File: src/rtl/pc_stack_unit_if.sv
// Command/status bundle between the comp16 control unit and the fetch-stage PC unit.
// The control unit is the master; the PC unit is the slave.
interface pc_stack_unit_if #(
  parameter int WIDTH = 16
);
  logic             en;
  logic             incr;
  logic             jmp;
  logic [WIDTH-1:0] cond;
  logic             call;
  logic             ret;
  logic             vec_req;
  logic [WIDTH-1:0] target;
  logic [WIDTH-1:0] pc_out;
  logic [WIDTH-1:0] next_pc;
  logic             stack_empty;
  logic             stack_full;
  logic             stk_ovf;
  logic             stk_unf;

  modport master (
    output en, incr, jmp, cond, call, ret, vec_req, target,
    input  pc_out, next_pc, stack_empty, stack_full, stk_ovf, stk_unf
  );

  modport slave (
    input  en, incr, jmp, cond, call, ret, vec_req, target,
    output pc_out, next_pc, stack_empty, stack_full, stk_ovf, stk_unf
  );
endinterface

File: src/rtl/pc_stack_unit.sv
// Program counter with return-address stack, stall, reset vector and forced vector jump.
// One command per cycle, resolved by fixed priority: vec_req > ret > call > jmp > incr.
module pc_stack_unit #(
  parameter int               WIDTH     = 16,
  parameter int               DEPTH     = 8,
  parameter logic [WIDTH-1:0] RESET_VEC = '0,
  parameter logic [WIDTH-1:0] JMP_VEC   = WIDTH'(16'hFF00)
) (
  input logic              clk,
  input logic              rst_n,
  pc_stack_unit_if.slave   bus
);
  localparam int AW = $clog2(DEPTH);
  localparam int PW = AW + 1;

  logic [WIDTH-1:0] pc_p1;
  logic [PW-1:0]    ptr_p1;
  logic             ovf_p1;
  logic             unf_p1;
  logic [WIDTH-1:0] stack_mem [DEPTH];

  logic [WIDTH-1:0] pc_inc;
  logic [WIDTH-1:0] next_pc;
  logic [AW-1:0]    top_idx;
  logic             empty;
  logic             full;
  logic             do_push;
  logic             do_pop;
  logic             set_ovf;
  logic             set_unf;

  function automatic logic [WIDTH-1:0] inc_wrap(input logic [WIDTH-1:0] v);
    return v + WIDTH'(1);
  endfunction

  assign pc_inc  = inc_wrap(pc_p1);
  assign empty   = (ptr_p1 == '0);
  assign full    = (ptr_p1 == PW'(DEPTH));
  // Low bits wrap to DEPTH-1 when the stack is full, which is exactly the top entry.
  assign top_idx = ptr_p1[AW-1:0] - AW'(1);

  always_comb begin
    next_pc = pc_p1;
    do_push = 1'b0;
    do_pop  = 1'b0;
    set_ovf = 1'b0;
    set_unf = 1'b0;
    if (bus.vec_req) begin
      next_pc = JMP_VEC;
    end else if (bus.ret) begin
      if (empty) begin
        next_pc = pc_inc;
        set_unf = 1'b1;
      end else begin
        next_pc = stack_mem[top_idx];
        do_pop  = 1'b1;
      end
    end else if (bus.call) begin
      next_pc = bus.target;
      if (full) set_ovf = 1'b1;
      else      do_push = 1'b1;
    end else if (bus.jmp) begin
      if (bus.cond != '0) next_pc = bus.target;
      else if (bus.incr)  next_pc = pc_inc;
    end else if (bus.incr) begin
      next_pc = pc_inc;
    end
  end

  // Stage p1: architectural PC, stack pointer and sticky error flags
  always_ff @(posedge clk or negedge rst_n) begin
    if (!rst_n) begin
      pc_p1  <= RESET_VEC;
      ptr_p1 <= '0;
      ovf_p1 <= 1'b0;
      unf_p1 <= 1'b0;
    end else if (bus.en) begin
      pc_p1 <= next_pc;
      if (do_push)     ptr_p1 <= ptr_p1 + PW'(1);
      else if (do_pop) ptr_p1 <= ptr_p1 - PW'(1);
      ovf_p1 <= ovf_p1 | set_ovf;
      unf_p1 <= unf_p1 | set_unf;
    end
  end

  always_ff @(posedge clk) begin
    if (rst_n && bus.en && do_push) stack_mem[ptr_p1[AW-1:0]] <= pc_inc;
  end

  assign bus.pc_out      = pc_p1;
  assign bus.next_pc     = next_pc;
  assign bus.stack_empty = empty;
  assign bus.stack_full  = full;
  assign bus.stk_ovf     = ovf_p1;
  assign bus.stk_unf     = unf_p1;
endmodule

File: src/flat_wrapper.sv
// flat-port wrapper written by rule: the top's interface ports become plain ports
module pc_stack_unit_flat 
#(
  parameter int               WIDTH     = 16,
  parameter int               DEPTH     = 8,
  parameter logic [WIDTH-1:0] RESET_VEC = '0,
  parameter logic [WIDTH-1:0] JMP_VEC   = WIDTH'(16'hFF00)
)
  (clk, rst_n, bus_en, bus_incr, bus_jmp, bus_cond, bus_call, bus_ret, bus_vec_req, bus_target, bus_pc_out, bus_next_pc, bus_stack_empty, bus_stack_full, bus_stk_ovf, bus_stk_unf);
  pc_stack_unit_if #(.WIDTH(WIDTH)) bus_i ();
  input logic clk;
  input logic rst_n;
  input wire logic [$bits(bus_i.en)-1:0] bus_en;
  input wire logic [$bits(bus_i.incr)-1:0] bus_incr;
  input wire logic [$bits(bus_i.jmp)-1:0] bus_jmp;
  input wire logic [$bits(bus_i.cond)-1:0] bus_cond;
  input wire logic [$bits(bus_i.call)-1:0] bus_call;
  input wire logic [$bits(bus_i.ret)-1:0] bus_ret;
  input wire logic [$bits(bus_i.vec_req)-1:0] bus_vec_req;
  input wire logic [$bits(bus_i.target)-1:0] bus_target;
  output wire logic [$bits(bus_i.pc_out)-1:0] bus_pc_out;
  output wire logic [$bits(bus_i.next_pc)-1:0] bus_next_pc;
  output wire logic [$bits(bus_i.stack_empty)-1:0] bus_stack_empty;
  output wire logic [$bits(bus_i.stack_full)-1:0] bus_stack_full;
  output wire logic [$bits(bus_i.stk_ovf)-1:0] bus_stk_ovf;
  output wire logic [$bits(bus_i.stk_unf)-1:0] bus_stk_unf;
  assign bus_i.en = bus_en;
  assign bus_i.incr = bus_incr;
  assign bus_i.jmp = bus_jmp;
  assign bus_i.cond = bus_cond;
  assign bus_i.call = bus_call;
  assign bus_i.ret = bus_ret;
  assign bus_i.vec_req = bus_vec_req;
  assign bus_i.target = bus_target;
  assign bus_pc_out = bus_i.pc_out;
  assign bus_next_pc = bus_i.next_pc;
  assign bus_stack_empty = bus_i.stack_empty;
  assign bus_stack_full = bus_i.stack_full;
  assign bus_stk_ovf = bus_i.stk_ovf;
  assign bus_stk_unf = bus_i.stk_unf;
  pc_stack_unit #(.WIDTH(WIDTH), .DEPTH(DEPTH), .RESET_VEC(RESET_VEC), .JMP_VEC(JMP_VEC)) u_core (.clk(clk), .rst_n(rst_n), .bus(bus_i));
endmodule
File: config.mk
export PLATFORM = sky130hd
export DESIGN_NAME = pc_stack_unit_flat
export DESIGN_NICKNAME = d
export VERILOG_FILES = /design/src/rtl/pc_stack_unit_if.sv /design/src/rtl/pc_stack_unit.sv /design/src/flat_wrapper.sv
export SDC_FILE = /design/constraint.sdc
export NUM_CORES = 1
export LEC_CHECK = 0
export BUFFER_PORTS_ARGS = -buffer_cell sky130_fd_sc_hd__clkbuf_2
export CAP_MARGIN = 20
export CORE_ASPECT_RATIO = 0.5
export CORE_UTILIZATION = 60
export CTS_CLUSTER_SIZE = 20
export DETAILED_ROUTE_END_ITERATION = 10
export PLACE_DENSITY = 0.81
export SLEW_MARGIN = 20
export SYNTH_ARGS = -nofsm -noshare
export SYNTH_HDL_FRONTEND = slang
export SYNTH_SLANG_ARGS = --single-unit
File: constraint.sdc
create_clock -name clk -period 5.9 [get_ports clk]
set_input_delay 0.295 -clock clk [delete_from_list [all_inputs] [get_ports clk]]
set_output_delay 0.295 -clock clk [all_outputs]
set_load 0.03 [all_outputs]
Yosys cells after proc, flatten, opt, wreduce, memory -nomap -nowiden:

Memories as Yosys holds them, arrays and structs flattened.
Cells that the tools add are included.
Widths: inputs -> output; s select.

* divide/modulo/power cells: 0
* multipliers: 0
* add/sub/neg operators: 4
* shifts and indexed selects: 0
* bitwise logic cells: 2
* reduce and logical (&&, ||, !) cells: 6
* muxes and demuxes: 25
* equal/unequal tests: 1
* magnitude comparators: 0

Operator list (count)
* $mux 16: 7
* $add 16x1->16 const B: 1
* $mux 1: 16
* $reduce_bool 16->1: 1
* $mux 4: 2
* $add 4x1->4 const B: 1
* $eq 4x4->1 const B: 1
* $logic_not 4->1: 1
* $sub 4x1->4 const B: 1
* $sub 3x1->3 const B: 1
* $logic_and 1x1->1: 2
* $or 1x1->1: 2
* $reduce_and 2->1: 1
* $reduce_bool 2->1: 1

* bits in latches: 0
* memory bits (read-only): 0
* memory bits (writable): 128
* memories: 1
* register bits after elaboration: 22

Memories
* u_core.stack_mem: words 8, width 16, read ports 1, clocked after Yosys merged registers in 0, write ports 1, RTL line pc_stack_unit.sv:20 `logic [WIDTH-1:0] stack_mem [DEPTH];`

Longest topological paths before layout:

* word-level depth: 8
* depth in mapped cells: 16
* depth with buffers taken out: 11

Worst setup path after synthesis:

OpenSTA, ideal clock, no wires.

* path type: reg2reg
* from: register u_core.ptr_p1[0]
* to: memory u_core.stack_mem[1][0] (enable)
* path slack: 1834 ps
* arrival: 3657 ps
* required time: 5491 ps
* period minus slack after synthesis: 4066 ps
* buffers on the path: 5
* stages on the path, launching flop included: 12
* cells stage by stage: dfrtp_1 -> buf_6 -> buf_4 -> buf_2 -> inv_1 -> ha_1 -> buf_4 -> and3b_1 -> clkbuf_1 -> nor3_1 -> nand4_1 -> nor3_1

* longest elaborated chain between the ends: 8

RTL lines
* from (decl): RTL line pc_stack_unit.sv:17 `logic [PW-1:0] ptr_p1;`
* from (signal assigned): RTL line pc_stack_unit.sv:79 `if (do_push) ptr_p1 <= ptr_p1 + PW'(1);`
* from (signal assigned): RTL line pc_stack_unit.sv:80 `else if (do_pop) ptr_p1 <= ptr_p1 - PW'(1);`
* $eq 4x4->1: RTL line pc_stack_unit.sv:38 `assign full = (ptr_p1 == PW'(DEPTH));`
* named net bus_stack_full: RTL line flat_wrapper.sv:24 `output wire logic [$bits(bus_i.stack_full)-1:0] bus_stack_full;`
* $mux 1: RTL line pc_stack_unit.sv:60 `if (full) set_ovf = 1'b1;`
* $mux 1: RTL line pc_stack_unit.sv:58 `end else if (bus.call) begin`
* $mux 1: RTL line pc_stack_unit.sv:50 `end else if (bus.ret) begin`
* $mux 1: RTL line pc_stack_unit.sv:48 `if (bus.vec_req) begin`
* $logic_and 1x1->1: RTL line pc_stack_unit.sv:87 `if (rst_n && bus.en && do_push) stack_mem[ptr_p1[AW-1:0]] <= pc_inc;`
* $mux 1: RTL line pc_stack_unit.sv:87
* $mux 1 (not written as such): RTL line pc_stack_unit.sv:87
* to (decl): RTL line pc_stack_unit.sv:20

The timed path passes the listed nets, and every way through them passes these cells.

Worst setup path after layout:

* from: register u_core.ptr_p1[1]
* to: output port bus_next_pc[14]

* longest elaborated chain between the ends: 5
* elaborated cells between the ends (all ways): 6

RTL lines
* $sub 3x1->3: RTL line pc_stack_unit.sv:40 `assign top_idx = ptr_p1[AW-1:0] - AW'(1);`
* $mem_v2 8x16
* $mux 16 *: RTL line pc_stack_unit.sv:51 `if (empty) begin`
* $mux 16 *: RTL line pc_stack_unit.sv:50
* $mux 16 *: RTL line pc_stack_unit.sv:48
* to (decl): RTL line flat_wrapper.sv:22 `output wire logic [$bits(bus_i.next_pc)-1:0] bus_next_pc;`

Mark *: on every way between the ends. The rest lies on a longest branch, timed or not.

==> results.ini <==
[detailed_routing]
drtIter0Drc=712
wl_per_cell_um=25.0
first_pass_iters=6
totalWireLength_um=18400
vias=4821
drc=0
ant_nets=0
drt-vias-per-instance=6.58

[clocking]
htree_levels=4
cts.path.max_buffers=2
cts_buffers=17
cts_tree=yes
cts_resized=0
clock_sinks=150
clk_latency_ns=0.42
clock-root-buffer=clkbuf_16
clk_pin_slew_ns=0.07
cts_setup_buffers=0

[timing]
fin_crit_ns=4.06
rsz0062_at_grt=no
slew_headroom=0.297
final_hold_viol_count=0
maxSlewViolCount=0
fmax_ghz=0.247
fin_crit_sh=0.687
fin_skew_ns=0.00801
fin_tns_setup_ns=0
setup_viol=0
worst_pin_slew_ns=1.05

[finish]
nNetsFinal=606
mostFrequentLayoutCell=edfxtp_1
ff_latch_area_um2=4400
mostFrequentLayoutCells=edfxtp_1, clkbuf_2, nand2_1
finalInstanceArea_um2=8210
multi_input_area_um2=2500
area_growth_pct=16.1
fill_cells=679
drive_above_1_share=0.298
n_antenna_cell=0

[yosys]
synthMuxAreaShare=0.126
yosys.area_share.simple=0.0974
synth_xor_area_frac=0.0409
ys_ff_latch=150
syn_area_um2=7070
synth_area_leader_cell=edfxtp_1
synth_compound_area_frac=0.0774
synth_area_leaders=edfxtp_1, mux4_2, dfrtp_1
synth_top_family_by_area=multiplexers
synth_cell_type_count=66
async_flop_share=0.147
synth_cells=486
synth_edf_count=128
synth_fa_ha_area_frac=0.00992
synthFlopType=edfxtp_1
syn_nets=531
netlist.area_leader.share=0.544
ys_seq_area_frac=0.622
ys_warn_count=0
synth.avg_cell_area_um2=14.5

[setup_path]
critPathArrivalTime_ns=3.76
critPathMaxFanout=24
r2r-start=u_core.ptr_p1[1]
critPathKind=register to output port
cp-end-kind=output port
critPathBufInv=3
r2r_slack_ns=2.57
crit_path_cell_trace=inv_1 > ha_1 > buf_4 > nor2b_1 > a2111oi_0 > o32ai_1 > a211oi_1 > nand2_1 > clkbuf_2
cp-startpoint=u_core.ptr_p1[1]
critical-path-slowest-cell=ha_1
cp_top_family=compound AO/OA/AOI/OAI gates
cp_slowest_stage_delay_ns=0.86
cp-start-kind=register
crit_required_ns=5.61

[outcome]
status=complete, no violations

[placement]
dpl.hpwl_um=11500
io_buffers=75
globalplace.congestion=0.960
placedInstanceArea_um2=7580

[grt]
grt_use_total=0.318
grt_max_degree=35
grt_pass1_vias=4615
grt_pass1_wl_um=27500
gr-total-overflow=0
grt_antenna_before_repair=0

[hold_path]
min_path_type=primary input to register
min-delay-start=bus_target[11]

[job]
max-cap-violations=0

[floorplanning]
pin_count=76
die_w_um=155
die_h_um=78.7
coreArea_um2=11200
start_util=0.630
rows=27
die_area_um2=12200

[pwr]
ir_drop_v=0.000269
power.density_nw_per_um2=520
p_leak_uw=0.00293

## worst paths after layout
path                                    endpoint  cells after the start
setup reg to reg           u_core.bus.pc_out[14]                      8
max in group asynchronous       u_core.ptr_p1[0]                      2
hold reg to reg               u_core.bus.stk_unf                      1
min in group asynchronous  u_core.bus.pc_out[15]                      2
setup / recovery                 bus_next_pc[14]                      9
hold / removal             u_core.bus.pc_out[11]                      3
## sequential cells by signal, summed over array words and instances (netlist names)
register / flops
u_core.bus.pc_out: 16
u_core.bus.stk_ovf: 1
u_core.bus.stk_unf: 1
u_core.ptr_p1: 4
u_core.stack_mem: 128
## where the power goes
group	internal [µW]	switching, µW
logic	600	1060
registers	1340	158
clock network	642	472
total	2580	1690
## logic make-up after synthesis
logic type / Yosys count
flip-flops: 150
AND/OR/NAND/NOR: 133
AO/OA/AOI/OAI: 72
multiplexers: 52
buffers and inverters: 41
XOR/XNOR: 33
adder cells (fa/ha/maj): 5
## cell usage after synthesis, types with 4 or more instances
library cell    n
a2111oi_0       4
a211oi_1        6
a21oi_1        14
and2_1          5
buf_2          12
clkbuf_1       11
dfrtp_1        22
edfxtp_1      128
ha_1            4
inv_1          11
mux2_2         11
mux2i_1        12
mux4_2         27
nand2_1        30
nand3_1         9
nand4_1        15
nor2_1         27
nor2b_1         9
nor3_1         11
nor4_1          8
o21ai_0        10
o221ai_1        4
xnor2_1        14
xor2_1         19
## repair_timing
action,CTS,global route
endpoints found under the hold margin,22,0
hold buffers,1,0
setup endpoints to repair,0,0
## area by class of cell
cell class / count / share of cell area
Inverter: 11 / 0.00503
Clock inverter: 15 / 0.0230
Tap cell: 159 / 0.0242
Sequential cell: 150 / 0.536
Clock buffer: 17 / 0.0518
Timing Repair Buffer: 86 / 0.0561
Multi-Input combinational cell: 295 / 0.304
## worst reg2reg max path: cells and delay by family, from the launching register on
| family | cells | cell delay, ns |
|---|---|---|
| and+or+nand+nor | 1 | 0.10 |
| DFF | 1 | 0.49 |
| AOI/OAI and AO/OA | 4 | 1.13 |
| adders and majority gates | 1 | 0.86 |
| buffers and inverters | 2 | 0.59 |
## metrics by stage
step | power, µW | worst slack [ns] | instances | utilization | hold WS (ns)
global placement | 3060 | 2.46 | 700 | 0.676 | 0.349
CTS | 4240 | 1.90 | 733 | 0.732 | 0.188
floorplan | 2650 | 1.83 | 486 | - | -0.000591
global route | 4420 | 1.73 | 733 | 0.732 | 0.228
detailed placement | 3100 | 2.41 | 700 | 0.676 | 0.358
finish | 4270 | 1.84 | 733 | 0.732 | 0.199
## layer usage
layer	wire, µm	global-route usage
met1	7500	0.468
met2	8020	0.457
met3	2440	0.0890
met4	396	0.115
met5	0	0
No activity file was read; power rests on OpenSTA's default activity.
